File: config.mk
export PLATFORM = sky130hd
export DESIGN_NAME = mem_arbiter
export DESIGN_NICKNAME = d
export VERILOG_FILES = /design/src/rtl/mem_arbiter.sv
export SDC_FILE = /design/constraint.sdc
export NUM_CORES = 1
export LEC_CHECK = 0
export BUFFER_PORTS_ARGS = -buffer_cell sky130_fd_sc_hd__buf_2
export CORE_ASPECT_RATIO = 1.75
export CORE_UTILIZATION = 53
export DETAILED_ROUTE_END_ITERATION = 16
export HOLD_SLACK_MARGIN = 0.08
export PLACE_DENSITY = 0.95
export SKIP_CTS_REPAIR_TIMING = 1
export SLEW_MARGIN = 10
export SYNTH_ARGS = -nofsm -noshare
export SYNTH_HDL_FRONTEND = slang
export SYNTH_SLANG_ARGS = --single-unit
File: constraint.sdc
create_clock -name clk -period 4.4 [get_ports clk]
set_input_delay 0.22 -clock clk [delete_from_list [all_inputs] [get_ports clk]]
set_output_delay 0.22 -clock clk [all_outputs]
set_load 0.1 [all_outputs]
File: src/rtl/mem_arbiter.sv
// Round-robin arbiter sharing one single-port synchronous RAM between the CPU
// datapath and the program loader; one transaction in flight at a time.
module mem_arbiter #(
    parameter int WIDTH      = 32,
    parameter int ADDR_WIDTH = 8,
    parameter int RD_LATENCY = 1
) (
    input  logic                  clk,
    input  logic                  rst,
    input  logic                  cpu_req,
    input  logic                  cpu_we,
    input  logic [ADDR_WIDTH-1:0] cpu_addr,
    input  logic [WIDTH-1:0]      cpu_wdata,
    output logic                  cpu_gnt,
    output logic                  cpu_done,
    output logic [WIDTH-1:0]      cpu_rdata,
    input  logic                  ldr_req,
    input  logic                  ldr_we,
    input  logic [ADDR_WIDTH-1:0] ldr_addr,
    input  logic [WIDTH-1:0]      ldr_wdata,
    output logic                  ldr_gnt,
    output logic                  ldr_done,
    output logic [WIDTH-1:0]      ldr_rdata,
    input  logic                  ldr_lock,
    output logic                  mem_en,
    output logic                  mem_we,
    output logic [ADDR_WIDTH-1:0] mem_addr,
    output logic [WIDTH-1:0]      mem_wdata,
    input  logic [WIDTH-1:0]      mem_rdata,
    output logic                  busy
);
    localparam int CW = $clog2(RD_LATENCY + 1);

    typedef enum logic [1:0] {IDLE, ACCESS, WAIT} state_t;
    typedef enum logic {OWN_CPU = 1'b0, OWN_LDR = 1'b1} own_t;
    typedef struct packed {
        logic                  we;
        logic [ADDR_WIDTH-1:0] addr;
        logic [WIDTH-1:0]      wdata;
    } req_t;

    state_t        state, state_nxt;
    logic [CW-1:0] cnt;
    own_t          owner, last_winner;
    req_t          cap, cpu_r, ldr_r;
    logic          cpu_elig, pick_ldr, start, finish;

    // Locked CPU requests are invisible; a tie goes to whoever lost last time.
    always_comb begin
        cpu_r    = '{we: cpu_we, addr: cpu_addr, wdata: cpu_wdata};
        ldr_r    = '{we: ldr_we, addr: ldr_addr, wdata: ldr_wdata};
        cpu_elig = cpu_req & ~ldr_lock;
        pick_ldr = ldr_req & (~cpu_elig | (last_winner == OWN_CPU));
        start    = (state == IDLE) & (cpu_elig | ldr_req);
        finish   = (state == WAIT) & (cnt == CW'(RD_LATENCY));
    end

    always_comb begin
        state_nxt = state;
        mem_en    = 1'b0;
        mem_we    = 1'b0;
        unique case (state)
            IDLE:    if (start) state_nxt = ACCESS;
            ACCESS: begin
                state_nxt = WAIT;
                mem_en    = 1'b1;
                mem_we    = cap.we;
            end
            WAIT:    if (finish) state_nxt = IDLE;
            default: state_nxt = IDLE;
        endcase
    end

    assign busy      = (state != IDLE);
    assign cpu_gnt   = (state == ACCESS) & (owner == OWN_CPU);
    assign ldr_gnt   = (state == ACCESS) & (owner == OWN_LDR);
    assign mem_addr  = cap.addr;
    assign mem_wdata = cap.wdata;

    always_ff @(posedge clk or negedge rst) begin
        if (!rst) begin
            state       <= IDLE;
            cnt         <= '0;
            owner       <= OWN_CPU;
            last_winner <= OWN_LDR;
            cap         <= '0;
            cpu_done    <= 1'b0;
            ldr_done    <= 1'b0;
            cpu_rdata   <= '0;
            ldr_rdata   <= '0;
        end else begin
            state    <= state_nxt;
            cpu_done <= finish & (owner == OWN_CPU);
            ldr_done <= finish & (owner == OWN_LDR);
            if (start) begin
                owner       <= pick_ldr ? OWN_LDR : OWN_CPU;
                last_winner <= pick_ldr ? OWN_LDR : OWN_CPU;
                cap         <= pick_ldr ? ldr_r : cpu_r;
            end
            // cnt numbers the WAIT cycles 1..RD_LATENCY
            if (state == ACCESS)
                cnt <= CW'(1);
            else if (finish)
                cnt <= '0;
            else if (state == WAIT)
                cnt <= cnt + 1'b1;
            if (finish && owner == OWN_CPU) cpu_rdata <= mem_rdata;
            if (finish && owner == OWN_LDR) ldr_rdata <= mem_rdata;
        end
    end
endmodule

==> qor.txt, run 1 <==
skew final -> 0.00827 ns
WS Path Type -> flip-flop to flip-flop
Core Area -> 0.0107 mm2
Ant. Diodes -> 0
RD Place Congestion -> 0.836
Avg Cell Area, Syn -> 11.9 um2
Row Count -> 50
max_cap viols -> 0
most frequent cells in the layout -> 228 x buf_2, 111 x dfrtp_1, 60 x mux2_4
kind of launch point of the worst setup path -> flip-flop
CTS sink count -> 112
Cell variety after synth -> 26
first-pass GRT wire length -> 20,900 um
register area share after synthesis -> 47.9%
final hold slack -> 0.122 ns
Mapped Area -> 0.00585 mm2
DP Wirelength -> 9520 um
Final Hold Fails -> 0
CP Capture Type -> flip-flop
Ys Warns -> 0
Routed WL per cell -> 17.0 um
TritonCTS clock tree -> done
DRC -> 0
setup TNS -> 0 ns
crit path from -> state[0]
initial core utilization -> 54.7%
Worst EP required -> 4.62 ns
Post-Route WL -> 13,400 um
commonest non-fill, non-tap cell in the layout -> buf_2
Worst Path Max Fanout -> 33
Worst EP arrival -> 2.70 ns
Peak Freq -> 0.403 GHz
RSZ-0062 raised after global routing -> false
H-tree depth -> 3
area grow syn2layout -> 18.7%
post-route antenna net violation count -> 0
Slew @ Worst Pin -> 1.21 ns
Slew headroom -> 18.6%
Final nets -> 777
GRT Residual Overflow -> 0
die area -> 0.0115 mm2
clock buffer depth -> 2
initial antenna violation count -> 0
Mapped Cells -> 493
Initial DRC Count -> 196
Die Width -> 81.4 um
Post-synth ARST share -> 100%
Worst-Skew Late Latency -> 0.34 ns
worst min path class -> input pin to flip-flop
via/cell ratio -> 5.60
Post-synth EDFFs -> 0
run status -> completed
min cycle time layout -> 2.48 ns
count of final setup violators -> 0
Hold Startpoint -> mem_rdata[1]
ys flop type -> dfrtp_1
PortBufs -> 229
Tot GR Track Use -> 23.4%
R2R Path Start -> state[0]
Slew Limit Fails -> 0
pin count of the biggest net entering global routing -> 83
DR vias -> 4,416
Final Cycle Share -> 56.4%
die height -> 141 um
clock slew seen by the registers of the worst setup and hold paths -> 0.08 ns
Root Driver -> clkbuf_16
Synth Register Bits -> 112
DR pass1 iterations -> 5
syn_nets -> 616
vias in the first global route -> 4,417
I/O pins -> 230
share of layout cells above drive strength 1 -> 49.2%
total CTS buffers -> 9
==> final timing paths <==
| check | end | slack [ns] | cells after the start |
|---|---|---|---|
| setup / recovery | ldr_rdata[25] | 1.92 | 4 |
| setup reg to reg | ldr_rdata[25] | 1.92 | 4 |
| max in group asynchronous | ldr_rdata[19] | 2.80 | 3 |
| hold / removal | cpu_rdata[1] | 0.12 | 2 |
| min in group asynchronous | mem_wdata[26] | 0.55 | 2 |
| hold reg to reg | ldr_rdata[18] | 0.51 | 1 |
==> worst max-delay path: stages (launching register included) <==
cell and delay, ns:
dfrtp_1 0.41, inv_1 0.12, ha_1 0.23, nand3_2 0.92, mux2_4 0.66
==> sequential cells by signal, summed over array words and instances, names as in the netlist <==
register / flops
state: 2
cnt: 1
cpu_rdata: 32
ldr_done: 1
last_winner: 1
owner: 1
ldr_rdata: 32
cpu_done: 1
mem_addr: 8
cap: 1
mem_wdata: 32
==> cell families after synthesis <==
kind of cell | after synthesis | synth area share, %
and+or+nand+nor | 53 | 3.89
adders and majority gates | 4 | 0.855
DFF | 112 | 47.9
muxes | 66 | 16.5
buffers and inverters | 131 | 13.3
AOI/OAI and AO/OA | 127 | 17.5
==> metal layers <==
metal  wire length, um  track usage (%)  up-vias
li1                  -                -     2013
met1              5080             26.3     2174
met3               837             5.11       22
met5                 0                0        -
met2              7220             41.4      207
met4               255             9.59        0
==> through the flow <==
step,setup slack [ns],cell area (um2),util [%],cells
2_1_floorplan,1.42,5850,-,493
5_1_grt,1.81,6950,65.0,789
4_1_cts,1.92,6940,64.8,788
6_report,1.92,6950,65.0,789
3_5_place_dp,1.89,6610,61.8,772
3_3_place_gp,2.01,6610,61.8,772
==> synthesized netlist by cell type, types with 2 or more instances <==
library cell / n / area share (%)
dfrtp_1: 111 / 47
mux2_4: 60 / 15
inv_1: 47 / 3.0
buf_4: 46 / 5.9
nand2_1: 43 / 2.8
a22oi_1: 41 / 5.3
o21ai_0: 41 / 3.5
o221a_1: 39 / 7.5
buf_6: 13 / 2.5
buf_2: 12 / 1.0
clkbuf_1: 11 / 0.71
mux2_2: 6 / 1.2
ha_1: 4 / 0.85
nor2_1: 3 / 0.19
a32o_1: 2 / 0.34
and2_1: 2 / 0.21
nor2b_1: 2 / 0.21
o221a_2: 2 / 0.38
==> final cells by class <==
| type | instances | area, um2 |
|---|---|---|
| fillers | 801 | 3750 |
| flip-flops and latches | 112 | 2800 |
| multi-input cells | 250 | 2290 |
| repair buffers | 233 | 1180 |
| clock buffers | 10 | 239 |
| inverters | 48 | 180 |
| well taps | 130 | 163 |
| clock inverters | 6 | 91.3 |
Power of run 1 is not shown: default switching activity piles up to over one toggle a cycle in this logic, so the estimate is an artifact.
==> run 2, diff against run 1 <==
--- a/config.mk
+++ b/config.mk
@@ -5,12 +5,13 @@
 export SDC_FILE = /design/constraint.sdc
 export NUM_CORES = 1
 export LEC_CHECK = 0
+export ABC_AREA = 1
 export BUFFER_PORTS_ARGS = -buffer_cell sky130_fd_sc_hd__buf_2
 export CORE_ASPECT_RATIO = 1.75
-export CORE_UTILIZATION = 53
+export CORE_UTILIZATION = 43
 export DETAILED_ROUTE_END_ITERATION = 16
 export HOLD_SLACK_MARGIN = 0.08
-export PLACE_DENSITY = 0.95
+export PLACE_DENSITY = 0.86
 export SKIP_CTS_REPAIR_TIMING = 1
 export SLEW_MARGIN = 10
 export SYNTH_ARGS = -nofsm -noshare
==> constraint.sdc (replaced) <==
create_clock -name clk -period 2 [get_ports clk]
set_input_delay 0.1 -clock clk [delete_from_list [all_inputs] [get_ports clk]]
set_output_delay 0.1 -clock clk [all_outputs]
set_load 0.1 [all_outputs]
==> run 2 against run 1 <==
Net effect:
- first-iteration DRC count down 33%
- hold slack worse by 0.091 ns
- non-clock buffer count up 44
- area after synthesis down 8.3%
- critical path type is now flip-flop to output pin
- critical endpoint is now cpu_gnt
- largest cell class unchanged
- highest routed layer unchanged
==> qor.txt, run 2 <==
vias in the first global route -> 4,362 (was 4,417)
commonest non-fill, non-tap cell in the layout -> buf_2 (unchanged)
CP bufs+invs -> 3 (was 1)
DP Wirelength -> 9240 um (was 9520 um)
Post-synth ARST share -> 100% (unchanged)
Tot GR Track Use -> 19.5% (was 23.4%)
Initial DRC Count -> 132 (was 196)
clock buffer depth -> 2 (unchanged)
total CTS buffers -> 9 (unchanged)
Ant. Diodes -> 0 (unchanged)
Ys Warns -> 0 (unchanged)
via/cell ratio -> 4.61 (was 5.60)
CP Capture Type -> output pin (was flip-flop)
Slew Limit Fails -> 0 (unchanged)
initial core utilization -> 44.5% (was 54.7%)
run status -> completed (unchanged)
setup TNS -> 0 ns (unchanged)
Synth top area share -> 51.8% (was 47.4%)
first-pass GRT wire length -> 19,900 um (was 20,900 um)
Worst-Skew Late Latency -> 0.34 ns (about the same)
clock slew seen by the registers of the worst setup and hold paths -> 0.08 ns (about the same)
Worst R2R Setup Slack -> 0.27 ns (was 1.92 ns)
WS Path Type -> flip-flop to output pin (was flip-flop to flip-flop)
most frequent cells in the layout -> 228 x buf_2, 198 x nand2_1, 125 x inv_1 (was 228 x buf_2, 111 x dfrtp_1, 60 x mux2_4)
Slew @ Worst Pin -> 0.718 ns (was 1.21 ns)
Row Count -> 53 (was 50)
Post-synth EDFFs -> 0 (unchanged)
skew final -> 0.0102 ns (was 0.00827 ns)
Final Hold Fails -> 0 (unchanged)
top-count cell post-synth -> nand2_1 (was dfrtp_1)
Mapped Area -> 0.00537 mm2 (was 0.00585 mm2)
Peak Freq -> 0.558 GHz
DRC -> 0 (unchanged)
min cycle time layout -> 1.79 ns
top cells by count, synth -> 198 x nand2_1, 125 x inv_1, 111 x dfrtp_1, 88 x nand3_1, 68 x o21ai_0 (was 111 x dfrtp_1, 60 x mux2_4, 47 x inv_1, 46 x buf_4, 43 x nand2_1)
post-route antenna net violation count -> 0 (unchanged)
CP most frequent cell -> inv_1
DR vias -> 4,874 (was 4,416)
R2R Path End -> mem_wdata[27] (was ldr_rdata[25])
die area -> 0.0129 mm2 (was 0.0115 mm2)
Worst EP arrival -> 1.69 ns (was 2.70 ns)
Slew headroom -> 52.1% (was 18.6%)
max incr delay on CP -> 0.43 ns (was 0.92 ns)
Core Area -> 0.0121 mm2 (was 0.0107 mm2)
count of final setup violators -> 0 (unchanged)
worst min path class -> input pin to flip-flop (unchanged)
ys flop type -> dfrtp_1 (unchanged)
register area share after synthesis -> 52.2% (was 47.9%)
R2R Path Start -> state[0] (unchanged)
Mapped Cells -> 674 (was 493)
CTS sink count -> 112 (unchanged)
die height -> 150 um (was 141 um)
Final Cycle Share -> 89.6%
Cell variety after synth -> 14 (was 26)
pin count of the biggest net entering global routing -> 113 (was 83)
Root Driver -> clkbuf_16 (unchanged)
Critical Path End -> cpu_gnt (was ldr_rdata[25])
Worst path depth -> 5 (was 4)
Avg Cell Area, Syn -> 7.96 um2 (was 11.9 um2)
TritonCTS clock tree -> done (unchanged)
PortBufs -> 229 (unchanged)
Worst Path Max Fanout -> 5 (was 33)
Synth Register Bits -> 112 (unchanged)
I/O pins -> 230 (unchanged)
GRT Residual Overflow -> 0 (unchanged)
RSZ-0062 raised after global routing -> false (unchanged)
RD Place Congestion -> 0.765 (was 0.836)
Post-Route WL -> 13,600 um (was 13,400 um)
Synth area leaders -> dfrtp_1 52%, nand2_1 14%, inv_1 8.7%, nand3_1 8.2%, o21ai_0 6.3% (was dfrtp_1 47%, mux2_4 15%, o221a_1 7.5%, buf_4 5.9%, a22oi_1 5.3%)
Hold Path Depth -> 3 (was 2)
critical path's slowest cell -> buf_2 (was nand3_2)
Final nets -> 1,010 (was 777)
syn_nets -> 797 (was 616)
Routed WL per cell -> 12.9 um (was 17.0 um)
family with the most delay on the worst path -> buffers and inverters (was simple AND/OR/NAND/NOR gates)
crit path from -> state[1] (was state[0])
area grow syn2layout -> 31.9% (was 18.7%)
reg2reg path depth -> 7 (was 4)
share of layout cells above drive strength 1 -> 29.4% (was 49.2%)
DR pass1 iterations -> 4 (was 5)
Die Width -> 86.4 um (was 81.4 um)
max_cap viols -> 0 (unchanged)
initial antenna violation count -> 0 (unchanged)
Worst EP required -> 1.90 ns (was 4.62 ns)
kind of launch point of the worst setup path -> flip-flop (unchanged)
post-synth top area cell -> dfrtp_1 (unchanged)
worst-path cell chain -> inv_1, ha_2, inv_1, nor2_4, buf_2 (was inv_1, ha_1, nand3_2, mux2_4)
H-tree depth -> 3 (unchanged)
==> run 2: changes by cell type in the layout (fill, tap and decap cells not counted), moves of 6 or more <==
cell | previous run | this run
nand2_1 | 43 | 198
nand3_1 | 0 | 85
inv_1 | 47 | 125
mux2_4 | 60 | 0
a22oi_1 | 41 | 0
dlygate4sd3_1 | 1 | 40
o221a_1 | 39 | 0
o21ai_0 | 41 | 68
mux2_2 | 6 | 0
==> run 2: stage by stage <==
stage	worst slack [ns]	instances	hold WS, ns	utilization, %	instance area (um2)
after CTS	0.188	1017	-0.150	55.3	6680
after global routing	0.120	1057	0.0806	58.6	7080
after global placement	0.408	1001	0.223	52.6	6350
final	0.208	1057	0.0305	58.6	7080
after floorplan	0.154	674	-0.196	-	5380
after detailed placement	0.290	1001	0.225	52.6	6350
==> run 2: cell families (layout without fill, tap and decap cells) <==
group | Yosys count | in the layout | synth area share (%)
AND/OR/NAND/NOR | 287 | 287 | 22.1
buffers and inverters | 202 | 420 | 18.0
flip-flops | 112 | 112 | 52.2
AO/OA/AOI/OAI | 69 | 69 | 6.65
adder cells (fa/ha/maj) | 4 | 4 | 0.933
==> run 2: area by class of cell <==
class                   count  area (um2)
clock inverters             7         100
clock buffers               9         225
well taps                 165         206
multi-input cells         360        1620
fillers                  1086        4990
repair buffers            277        1650
flip-flops and latches    112        2800
inverters                 127         477
==> run 2: worst min-delay path by stage <==
stage	from	endpoint	slack [ns]
after floorplan	rst	cap[40]	-0.20
after global placement	rst	ldr_rdata[9]	0.22
after detailed placement	rst	ldr_rdata[9]	0.22
after CTS	rst	ldr_rdata[9]	-0.15
after global routing	cpu_wdata[11]	mem_wdata[11]	0.08
final	mem_rdata[20]	ldr_rdata[20]	0.03
==> run 2: routing by layer <==
layer / vias to the layer above / part of all wire, % / global-route usage (%)
met4: 0 / 2.2 / 7.33
met3: 30 / 6.4 / 4.52
li1: 2422 / - / -
met2: 210 / 54 / 35.7
met5: - / 0 / 0
met1: 2212 / 37 / 21.4
==> run 2: worst register-to-register path, delay by kind of cell (launching register included) <==
kind | cells | cell delay (ns)
buffers and inverters | 3 | 0.75
flip-flops | 1 | 0.37
AND/OR/NAND/NOR | 2 | 0.26
adder cells (fa/ha/maj) | 1 | 0.24
AO/OA/AOI/OAI | 1 | 0.05
Power of run 2 is left out for the same reason.
